<file path="src/rtl/mac_feeder.sv">
// mac_feeder: sequences a K x K valid convolution over an IMG_H x IMG_W
// feature map. It issues one image/weight read per cycle, forwards the
// returned samples to a MAC together with window framing flags, and counts
// MAC results until every output pixel has been produced.

`ifndef WD
`define WD 8
`endif

module mac_feeder #(
  parameter int WD    = `WD,
  parameter int IMG_W = 32,
  parameter int IMG_H = 32,
  parameter int K     = 5,
  parameter int AW    = 10,
  localparam int OH   = IMG_H - K + 1,
  localparam int OW   = IMG_W - K + 1,
  localparam int WW   = (K * K > 1) ? $clog2(K * K) : 1,
  localparam int RW   = (OH * OW > 1) ? $clog2(OH * OW) : 1
) (
  input  logic          clk,
  input  logic          rst_n,
  input  logic          start,
  output logic          busy,
  output logic          done,
  output logic          img_rd,
  output logic [AW-1:0] img_addr,
  input  logic [WD-1:0] img_data,
  output logic          wgt_rd,
  output logic [WW-1:0] wgt_addr,
  input  logic [WD-1:0] wgt_data,
  output logic          en,
  output logic          first_data,
  output logic          last_data,
  output logic [WD-1:0] image_o,
  output logic [WD-1:0] weight_o,
  input  logic          q_en,
  output logic [RW-1:0] res_idx
);

  localparam int KW = $clog2(K + 1);

  localparam logic [AW-1:0] OROW_LAST = AW'(OH - 1);
  localparam logic [AW-1:0] OCOL_LAST = AW'(OW - 1);
  localparam logic [KW-1:0] K_LAST    = KW'(K - 1);
  localparam logic [RW-1:0] RES_LAST  = RW'(OH * OW - 1);

  typedef enum logic [1:0] {
    IDLE  = 2'd0,
    FETCH = 2'd1,
    DRAIN = 2'd2,
    DONE  = 2'd3
  } state_e;

  state_e        state_q, state_d;
  logic [AW-1:0] orow_q, orow_d, ocol_q, ocol_d;
  logic [KW-1:0] kr_q, kr_d, kc_q, kc_d;
  logic [RW-1:0] res_idx_q, res_idx_d;
  logic          img_rd_q, img_rd_d;
  logic [AW-1:0] img_addr_q, img_addr_d;
  logic [WW-1:0] wgt_addr_q, wgt_addr_d;
  logic          en_q, en_d;
  logic          first_q, first_d;
  logic          last_q, last_d;
  logic          busy_q, busy_d;
  logic          done_q, done_d;

  logic tap_first, tap_last, win_last;

  // Image address of tap (kr,kc) of the window anchored at output (r,c).
  function automatic logic [AW-1:0] img_addr_of(input logic [AW-1:0] r,
                                                input logic [AW-1:0] c,
                                                input logic [KW-1:0] tr,
                                                input logic [KW-1:0] tc);
    return (r + AW'(tr)) * AW'(IMG_W) + c + AW'(tc);
  endfunction

  function automatic logic [WW-1:0] wgt_addr_of(input logic [KW-1:0] tr,
                                                input logic [KW-1:0] tc);
    return WW'(tr) * WW'(K) + WW'(tc);
  endfunction

  // Position of the tap currently being issued within its window / the map.
  always_comb begin
    tap_first = (kr_q == '0) && (kc_q == '0);
    tap_last  = (kr_q == K_LAST) && (kc_q == K_LAST);
    win_last  = (orow_q == OROW_LAST) && (ocol_q == OCOL_LAST);
  end

  // Next-state logic: loop counters, read issue, flag pipeline, result count.
  always_comb begin
    // NOTE: every signal gets a default here so no path can leave it
    // unassigned, which would otherwise infer a latch.
    state_d    = state_q;
    orow_d     = orow_q;
    ocol_d     = ocol_q;
    kr_d       = kr_q;
    kc_d       = kc_q;
    img_rd_d   = img_rd_q;
    img_addr_d = img_addr_q;
    wgt_addr_d = wgt_addr_q;
    done_d     = 1'b0;
    res_idx_d  = res_idx_q;

    // Flags follow the read they describe by one cycle, lining up with data.
    en_d    = img_rd_q;
    first_d = img_rd_q && tap_first;
    last_d  = img_rd_q && tap_last;

    // Results are counted independently of issue; ignored while idle.
    if (state_q != IDLE && q_en) begin
      res_idx_d = res_idx_q + RW'(1);
    end

    unique case (state_q)
      IDLE: begin
        if (start) begin
          state_d    = FETCH;
          orow_d     = '0;
          ocol_d     = '0;
          kr_d       = '0;
          kc_d       = '0;
          img_rd_d   = 1'b1;
          img_addr_d = '0;
          wgt_addr_d = '0;
          res_idx_d  = '0;
        end
      end
      FETCH: begin
        if (win_last && tap_last) begin
          state_d    = DRAIN;
          img_rd_d   = 1'b0;
          img_addr_d = '0;
          wgt_addr_d = '0;
        end else begin
          if (kc_q != K_LAST) begin
            kc_d = kc_q + KW'(1);
          end else begin
            kc_d = '0;
            if (kr_q != K_LAST) begin
              kr_d = kr_q + KW'(1);
            end else begin
              kr_d = '0;
              if (ocol_q != OCOL_LAST) begin
                ocol_d = ocol_q + AW'(1);
              end else begin
                ocol_d = '0;
                orow_d = orow_q + AW'(1);
              end
            end
          end
          img_rd_d   = 1'b1;
          img_addr_d = img_addr_of(orow_d, ocol_d, kr_d, kc_d);
          wgt_addr_d = wgt_addr_of(kr_d, kc_d);
        end
      end
      DRAIN: begin
        if (q_en && res_idx_q == RES_LAST) begin
          state_d   = DONE;
          done_d    = 1'b1;
          res_idx_d = '0;
        end
      end
      DONE: begin
        state_d = IDLE;
      end
      default: begin
        state_d = IDLE;
      end
    endcase

    busy_d = (state_d != IDLE);
  end

  // State and registered outputs, with synchronous active-low reset.
  always_ff @(posedge clk) begin
    // NOTE: sequential state uses non-blocking assignments so every flop
    // samples the pre-edge values regardless of statement order.
    if (!rst_n) begin
      state_q    <= IDLE;
      orow_q     <= '0;
      ocol_q     <= '0;
      kr_q       <= '0;
      kc_q       <= '0;
      res_idx_q  <= '0;
      img_rd_q   <= 1'b0;
      img_addr_q <= '0;
      wgt_addr_q <= '0;
      en_q       <= 1'b0;
      first_q    <= 1'b0;
      last_q     <= 1'b0;
      busy_q     <= 1'b0;
      done_q     <= 1'b0;
    end else begin
      state_q    <= state_d;
      orow_q     <= orow_d;
      ocol_q     <= ocol_d;
      kr_q       <= kr_d;
      kc_q       <= kc_d;
      res_idx_q  <= res_idx_d;
      img_rd_q   <= img_rd_d;
      img_addr_q <= img_addr_d;
      wgt_addr_q <= wgt_addr_d;
      en_q       <= en_d;
      first_q    <= first_d;
      last_q     <= last_d;
      busy_q     <= busy_d;
      done_q     <= done_d;
    end
  end

  assign busy       = busy_q;
  assign done       = done_q;
  assign img_rd     = img_rd_q;
  assign wgt_rd     = img_rd_q;
  assign img_addr   = img_addr_q;
  assign wgt_addr   = wgt_addr_q;
  assign en         = en_q;
  assign first_data = first_q;
  assign last_data  = last_q;
  assign res_idx    = res_idx_q;
  assign image_o    = en_q ? img_data : '0;
  assign weight_o   = en_q ? wgt_data : '0;

endmodule

</file>
<file path="config.mk">
export PLATFORM = sky130hd
export DESIGN_NAME = mac_feeder
export DESIGN_NICKNAME = d
export VERILOG_FILES = /design/src/rtl/mac_feeder.sv
export SDC_FILE = /design/constraint.sdc
export NUM_CORES = 1
export LEC_CHECK = 0
export CORE_ASPECT_RATIO = 0.7
export CORE_MARGIN = 3
export CORE_UTILIZATION = 45
export CTS_CLUSTER_DIAMETER = 120
export DETAILED_ROUTE_END_ITERATION = 8
export PLACE_DENSITY = 0.73
export SKIP_LAST_GASP = 1
export SLEW_MARGIN = 0
export SYNTH_ARGS = -nofsm -noshare
export SYNTH_HDL_FRONTEND = slang
export SYNTH_SLANG_ARGS = --single-unit
</file>
<file path="constraint.sdc">
create_clock -name clk -period 4.2 [get_ports clk]
set_input_delay 0.84 -clock clk [delete_from_list [all_inputs] [get_ports clk]]
set_output_delay 0.84 -clock clk [all_outputs]
set_load 0.02 [all_outputs]
</file>
# Yosys cells after proc, flatten, opt, wreduce, memory -nomap -nowiden

Index checks and enable logic that the tools add are counted.
Widths: inputs -> output; s select.

Add/subtract/negate cells: 9
$mul: 1
Equal/unequal tests: 13
Muxes and demuxes: 46
Reductions and logical operators: 17

Operators with widths:

| operator              | count |
|---|---|
| $mux 10               | 17 |
| $pmux 10 s2           | 4 |
| $add 10x1->10 const B | 3 |
| $mux 3                | 10 |
| $eq 10x5->1 const B   | 2 |
| $mux 8                | 2 |
| $pmux 3 s2            | 2 |
| $add 10x10->10        | 1 |
| $add 10x3->10         | 1 |
| $add 5x3->5           | 2 |
| $eq 10x10->1 const B  | 1 |
| $mux 5                | 2 |
| $ne 10x5->1 const B   | 1 |
| $pmux 5 s2            | 1 |
| $logic_and 1x1->1     | 8 |
| $pmux 2 s4            | 1 |
| $add 3x1->3 const B   | 2 |
| $eq 3x3->1 const B    | 2 |
| $logic_not 3->1       | 2 |
| $mux 2                | 3 |
| $ne 3x3->1 const B    | 2 |
| $reduce_bool 2->1     | 3 |
| $mul 3x3->5 const B   | 1 |
| $eq 2x2->1 const B    | 2 |
| 7 further kinds       | 11 |

Register bits: 59
Logic and storage cells: 100

# Longest topological paths before layout

Gate-level depths: netlist of run 1.

Depth in word-level cells: 11
Mapped depth: 19

# Least setup slack after synthesis of run 1

OpenSTA, ideal clock, no wires.

Path kind: register to register
Start: register ocol_q[0]
End: register img_addr_q[9], in the netlist img_addr[9]
Setup time: 0.064 ns
Data arrival time: 4.227 ns
Required time: 4.136 ns
Slack: -0.091 ns
Cell stages (with the launch flop): 17
Buffers on the path: 1
Period minus slack after synthesis: 4.291 ns
Cell sequence: dfxtp_1 -> ha_1 -> or4b_4 -> or4_1 -> buf_2 -> mux2i_1 -> inv_1 -> ha_1 -> a21o_1 -> a21oi_1 -> xor2_1 -> xnor2_1 -> ha_1 -> and3_1 -> a41o_1 -> or4b_1 -> nand4_1

Word-level cells in the longest chain between the ends: 11
Elaborated cells on any way between the ends: 20
Classes of those cells: add/sub (4); eq/ne (2); mux (12); reduce/logical (2)

RTL lines:

| what                   | line | RTL |
|---|---|---|
| from (decl)            | 56   | `logic [AW-1:0] orow_q, orow_d, ocol_q, ocol_d;` |
| from (signal assigned) | 197  | `ocol_q <= ocol_d;` |
| $ne 10x5->1            | 144  | `if (ocol_q != OCOL_LAST) begin` |
| $mux 10                | 144  |  |
| $mux 10                | 140  | `if (kr_q != K_LAST) begin` |
| $mux 10                | 136  | `if (kc_q != K_LAST) begin` |
| $mux 10                | 130  | `if (win_last && tap_last) begin` |
| $mux 10                | 115  | `unique case (state_q)` |
| $add 5x3->5            | 75   | `return (r + AW'(tr)) * AW'(IMG_W) + c + AW'(tc);` |
| $add 10x10->10         | 75   |  |
| $add 10x3->10          | 75   |  |
| $mux 10 (*)            | 130  |  |
| $pmux 10 s2 (*)        | 115  |  |
| to (signal assigned)   | 202  | `img_addr_q <= img_addr_d;` |
| to (decl)              | 60   | `logic [AW-1:0] img_addr_q, img_addr_d;` |

Every way passes the cells marked *; elsewhere a longest branch is shown, timed or not. The select of a mux whose other input is x is not followed.
A chain may end at the register's enable or synchronous reset.

# Worst setup path in the final report of run 1

Same ends and word-level chain as after synthesis.

==> results of run 1 <==
cells in the mapped netlist, types with 2 or more instances:
library cell and count:
or3b_1 3, dfxtp_1 59, nor3_1 9, a21oi_1 8
nand4_1 11, or4b_1 2, o21bai_1 3, nand3_1 13
clkbuf_1 18, inv_1 16, nor2b_1 28, nor4_1 2
xor2_1 14, fa_1 3, o21a_1 2, a41oi_1 2
a22oi_1 22, and3_1 8, nor2_1 24, ha_1 25
or2_2 2, o21ai_0 25, and4_1 3, nand2b_1 4
a21boi_1 3, or3_1 3, and2_1 28, a21o_1 7
a21boi_0 3, mux2i_1 6, a31oi_1 3, nand2_1 27
o31ai_1 2, or4_1 2, xnor2_1 15
worst max-delay path, cell delays in order (launching register included):
cell and delay (ns):
dfxtp_2 0.36, ha_4 0.14, or4b_4 0.45, or4_4 0.59, mux2i_4 0.22, buf_4 0.16, fa_1 0.52, inv_1 0.04
ha_1 0.28, a21o_1 0.19, a21oi_2 0.19, o21bai_1 0.11, a41o_1 0.24, or4b_1 0.52, nand4_1 0.08
power groups by stage:
stage / registers, W / logic, W / clock network (W)
after CTS: 0.000574 / 0.000122 / 0.000864
after floorplan: 0.000589 / 0.0000595 / 0
after global placement: 0.000585 / 0.000121 / 0
after global routing: 0.000575 / 0.000132 / 0.000890
after detailed placement: 0.000585 / 0.000122 / 0
final: 0.000574 / 0.000122 / 0.000849
metrics by stage:
| stage | setup TNS, ns | hold WS (ns) | cells |
|---|---|---|---|
| 2_1_floorplan | 0 | 0.4578 | 422 |
| 3_3_place_gp | 0 | 0.4598 | 584 |
| 3_5_place_dp | -0.02322 | 0.4648 | 584 |
| 4_1_cts | 0 | 0.4734 | 600 |
| 5_1_grt | -0.06306 | 0.4945 | 602 |
| 6_report | 0 | 0.4690 | 602 |
flip-flops by register name, summed over array words and instances, names as in the netlist:
signal      count
img_addr       10
ocol_q         10
orow_q         10
res_idx        10
wgt_addr        5
kc_q            3
kr_q            3
state_q         2
busy            1
done            1
en              1
first_data      1
img_rd          1
last_data       1
cells in the final DEF (no fill, tap or decap), types with 11 or more instances in the layout:
| cell type | n |
|---|---|
| a22oi_1 | 22 |
| and2_1 | 28 |
| buf_4 | 19 |
| clkdlybuf4s50_1 | 67 |
| dfxtp_1 | 57 |
| ha_1 | 23 |
| inv_1 | 15 |
| nand2_1 | 27 |
| nand3_1 | 13 |
| nand4_1 | 11 |
| nor2_1 | 24 |
| nor2b_1 | 28 |
| o21ai_0 | 25 |
| xnor2_1 | 14 |
| xor2_1 | 14 |
worst paths after layout:
| check | from | to | slack (ns) | depth (start not counted) |
|---|---|---|---|---|
| worst min register to register | img_addr[8] | img_addr[8] | 0.47 | 2 |
| worst max-delay path | ocol_q[0] | img_addr[9] | 0.05 | 14 |
| worst min-delay path | img_addr[8] | img_addr[8] | 0.47 | 2 |
| worst max register to register | ocol_q[0] | img_addr[9] | 0.05 | 14 |
cells by family (layout without fill, tap and decap cells):
logic type	Yosys count	count (layout)	synth area share, %
xor+xnor	29	29	7.056
fa+ha+maj	28	28	10.36
buf+inv	36	118	3.893
flops	59	59	32.81
simple gates	176	176	27.88
compound gates	87	87	16.02
mux	7	7	1.981
per-layer routing:
layer  vias up  global-route usage (%)
met1      1605                   29.03
li1       1648                       -
met3         9                   6.627
met4         0                   5.282
met2       140                   33.69
met5         -                       0
cell type report:
type	instances	area, um^2
clock inverter	4	97.59
clock buffer	12	246.5
timing repair buffer	86	813.3
multi-input combinational	327	2325
inverter	16	60.06
sequential	59	1184
tap	98	122.6
fill	630	2666
what timing repair did:
action,in CTS,in global routing
buffers inserted,0,2
resized for setup,1,6
pin swaps,0,14
endpoints found under the hold margin,0,0
setup endpoints to repair,1,1
==> impl_metrics.ini, run 1 <==
[outcome]
status = finished, final reports clean

[worst_setup_path]
cp_data_arrival_time_ns = 4.43
cp-end-kind = flip-flop
worst_ep_required_time_ns = 4.47
crit_fanout = 4
critPathLaunchType = flip-flop
path_class = reg2reg

[pwr]
p_comb_share_pct = 7.9
p_per_area_nw_per_um2 = 318.6
p_int_w = 0.001219
p_sw_w = 0.0003255
share_seq_of_total_power_pct = 37.2
finalPower_w = 0.001545
ir_drop_uv = 178.6
swShare_pct = 21.07
p_clk_share_pct = 54.9
p_leak_nw = 1.946

[cts]
htree_levels = 3
cts_hold_buf = 0
cts_root_buf = clkbuf_16
path_clk_slew_ns = 0.05
cts_buffers = 9
cts_buffer_depth = 2
insertion_delay_ns = 0.33
cts_tree = done
clkSinkCount = 59

[route]
wl_met3_um = 831
top_layer_used = met4
post_drt_via_cell_ratio = 5.651
met1_length_um = 4426
dr.first_iter.drc_count = 239
met2_length_um = 4342
wl_um = 9687
antenna_left = 0
wl_per_cell_um = 16.09
drc_errors = 0
dr.pass1.iters = 5
vias = 3402

[cells_and_area]
finalInstanceArea_um2 = 4848
drive_above_1_share_pct = 9.722
syn_to_final_growth_pct = 34.69
nets = 547
fin_util_pct = 64.52
diodes = 0

[timing]
max_slew_margin_pct = 40.24
hold_violations = 0
tightest_slew_ns = 0.8964
drv_slew = 0
finalWorstSetupSlack_ns = 0.04615
fin_skew_ns = 0.006538
finalCritPeriodShare_pct = 98.90
setup_viol = 0
max_freq_mhz = 240.7
final.min_clock_period_ns = 4.154

[logic_synthesis]
synth-edff-count = 0
synth_nets = 470
syn-cell-area_um2 = 3600
synth_flop_cell = dfxtp_1
synthTopCellsByArea = dfxtp_1, ha_1, and2_1
synth_area_leader_cell = dfxtp_1
synth_top_area_share_pct = 32.81
ys_async_sr_fraction_pct = 0
syn_area_per_cell_um2 = 8.530
yosysSeqAreaShare_pct = 32.81
netlist_instances = 422
ys_warn_count = 0
synth_cell_types = 52
synth-seq-cells = 59

[global_routing]
track_usage_pct = 21.48
overflow = 0
antenna_found_initial = 0
grt_max_degree = 29
grt_pass1_wl_um = 15570
grt_pass1_vias = 3135

[die]
dieArea_um2 = 9126
coreArea_um2 = 7515
initial_core_util_pct = 47.90
chipWidth_um = 112.9
die_h_um = 80.83
ioPinCount = 68
rows = 26

[place]
place_area_um2 = 4458
io_buffers = 67
post-place-ws_ns = -0.02322
dp_hpwl_um = 6957
gp_congestion = 0.8718

[min_path]
hp-class = reg2reg

[run]
drv_cap = 0
No activity file was read; power rests on OpenSTA's default activity.
==> run 2, diff against run 1 <==
HOLD_SLACK_MARGIN = 0.03   (was default)
SLEW_MARGIN = default   (was 0)
==> results of run 2 <==
Final layout, timing and power as in run 1 (identical DEF).
==> run 3, diff against run 2 <==
CORE_ASPECT_RATIO = 0.8   (was 0.7)
CORE_UTILIZATION = 25   (was 45)
HOLD_SLACK_MARGIN = default   (was 0.03)
PLACE_DENSITY = default   (was 0.73)
==> run 3 against run 2 <==
Net effect: hold slack better by 0.0088 ns; final cell count up 14%; worst setup slack better by 0.086 ns; wire length up 0.88%; clock power down 5.4%; non-clock buffer count up 1; critical endpoint unchanged; largest cell class unchanged; highest routed layer unchanged.
==> impl_metrics.ini, run 3 (synthesis results as in run 1) <==
[outcome]
status = finished, final reports clean

[pwr]
p_per_area_nw_per_um2 = 302.9
finalPower_w = 0.001499
p_leak_nw = 1.940
ir_drop_uv = 206.9

[timing]
tns_ns = 0
rsz0062_at_grt = no
setup_viol = 0
whs_ns = 0.4778
finalCritPeriodShare_pct = 96.85
final.min_clock_period_ns = 4.068
max_slew_margin_pct = 39.74
max_freq_mhz = 245.8
drv_slew = 0
hold_violations = 0
fin_skew_ns = 0.008217
tightest_slew_ns = 0.9039

[cells_and_area]
seq_area_um2 = 1184
multi_input_area_um2 = 2335
nets = 548
layout_common_cells = clkdlybuf4s50_1, dfxtp_1, and2_1, nor2b_1, nand2_1
diodes = 0
fill_cells = 1415
layout_commonest_cell = clkdlybuf4s50_1
final_cells = 685
drive_above_1_share_pct = 10.10
syn_to_final_growth_pct = 37.50

[place]
io_buffers = 67
dp_hpwl_um = 7181
gp_congestion = 0.8989
placedCellCount = 666

[global_routing]
grt_pass1_wl_um = 16190
antenna_found_initial = 0
overflow = 0
track_usage_pct = 12.61
grt_pass1_vias = 3268
grt_max_degree = 26

[route]
post_drt_via_cell_ratio = 4.917
wl_um = 9772
dr.first_iter.drc_count = 181
antenna_left = 0
vias = 3368
drc_errors = 0
wl_per_cell_um = 14.27
dr.pass1.iters = 5

[cts]
cts_buffer_depth = 2
insertion_delay_ns = 0.34
cts_root_buf = clkbuf_16
cts_tree = done
path_clk_slew_ns = 0.06
cts_buffers = 9
clkSinkCount = 59
htree_levels = 3

[die]
coreArea_um2 = 13840
initial_core_util_pct = 26.02
ioPinCount = 68
rows = 38
chipWidth_um = 140.2
dieArea_um2 = 15880
die_h_um = 113.3

[min_path]
hp-class = reg2reg

[worst_setup_path]
crit_fanout = 4
worst_ep_required_time_ns = 4.47
r2r_slack_ns = 0.13
critPathLaunch = ocol_q[0]
r2r-end = img_addr[9]
critPathLaunchType = flip-flop
cp-end-kind = flip-flop
reg2reg_depth = 15
critPathCapture = img_addr[9]
path_class = reg2reg
timing.rr.start = ocol_q[0]
cp_data_arrival_time_ns = 4.34

[run]
drv_cap = 0
[run 3: how the worst min path moves through the flow]
stage	start	end	slack [ns]	cells after the start
floorplan	kc_q[1]	kc_q[1]	0.46	2
global placement	img_addr[6]	img_addr[6]	0.46	2
detailed placement	img_addr[6]	img_addr[6]	0.47	2
CTS	img_addr[6]	img_addr[6]	0.48	2
global route	img_addr[6]	img_addr[6]	0.51	2
finish	img_addr[6]	img_addr[6]	0.48	2
[run 3: metal layers]
layer / global-route usage (%) / wire length (um) / vias up / part of all wire (%)
li1: - / - / 1662 / -
met1: 16.59 / 4681 / 1540 / 48
met2: 19.10 / 4010 / 139 / 41
met3: 4.436 / 855 / 27 / 8.7
met4: 4.648 / 225 / 0 / 2.3
met5: 0 / 0 / - / 0
[run 3: stage by stage]
step                utilization, %  setup slack (ns)  area (um^2)
global route                 35.78          0.002943         4950
floorplan                        -           0.04441         3620
finish                       35.78            0.1324         4950
detailed placement           32.96          -0.05801         4561
global placement             32.96           0.07035         4561
CTS                          35.34           0.01747         4890
[run 3: worst max-delay path: stages, from the launching register on]
cell     delay [ns]
dfxtp_2        0.35
ha_4           0.15
or4b_4         0.46
or4_4          0.58
mux2i_4        0.20
inv_1          0.06
ha_1           0.29
a21o_1         0.18
a21oi_2        0.13
xor2_1         0.18
xnor2_1        0.09
ha_1           0.33
and3_1         0.19
a41o_1         0.20
or4b_1         0.52
nand4_1        0.08
[run 3: cell type report]
class                   count  share of cell area, %
repair buffers             87                  16.58
multi-input cells         327                  47.17
clock buffers               9                  4.550
inverters                  16                  1.213
well taps                 180                  4.550
flip-flops and latches     59                  23.91
clock inverters             7                  2.022
[run 3: power breakdown]
part	switching (W)	internal [W]	leakage [nW]
clock network	0.000282	0.000522	0.148
registers	0.00000680	0.000567	0.478
logic	0.0000655	0.0000571	1.31
[run 3: timing repair]
| action | in CTS | in global routing |
|---|---|---|
| resized for setup | 1 | 5 |
| setup buffers | 0 | 3 |
| endpoints found under the setup margin | 1 | 1 |
| hold buffers | 0 | 0 |
| pin swaps | 0 | 10 |
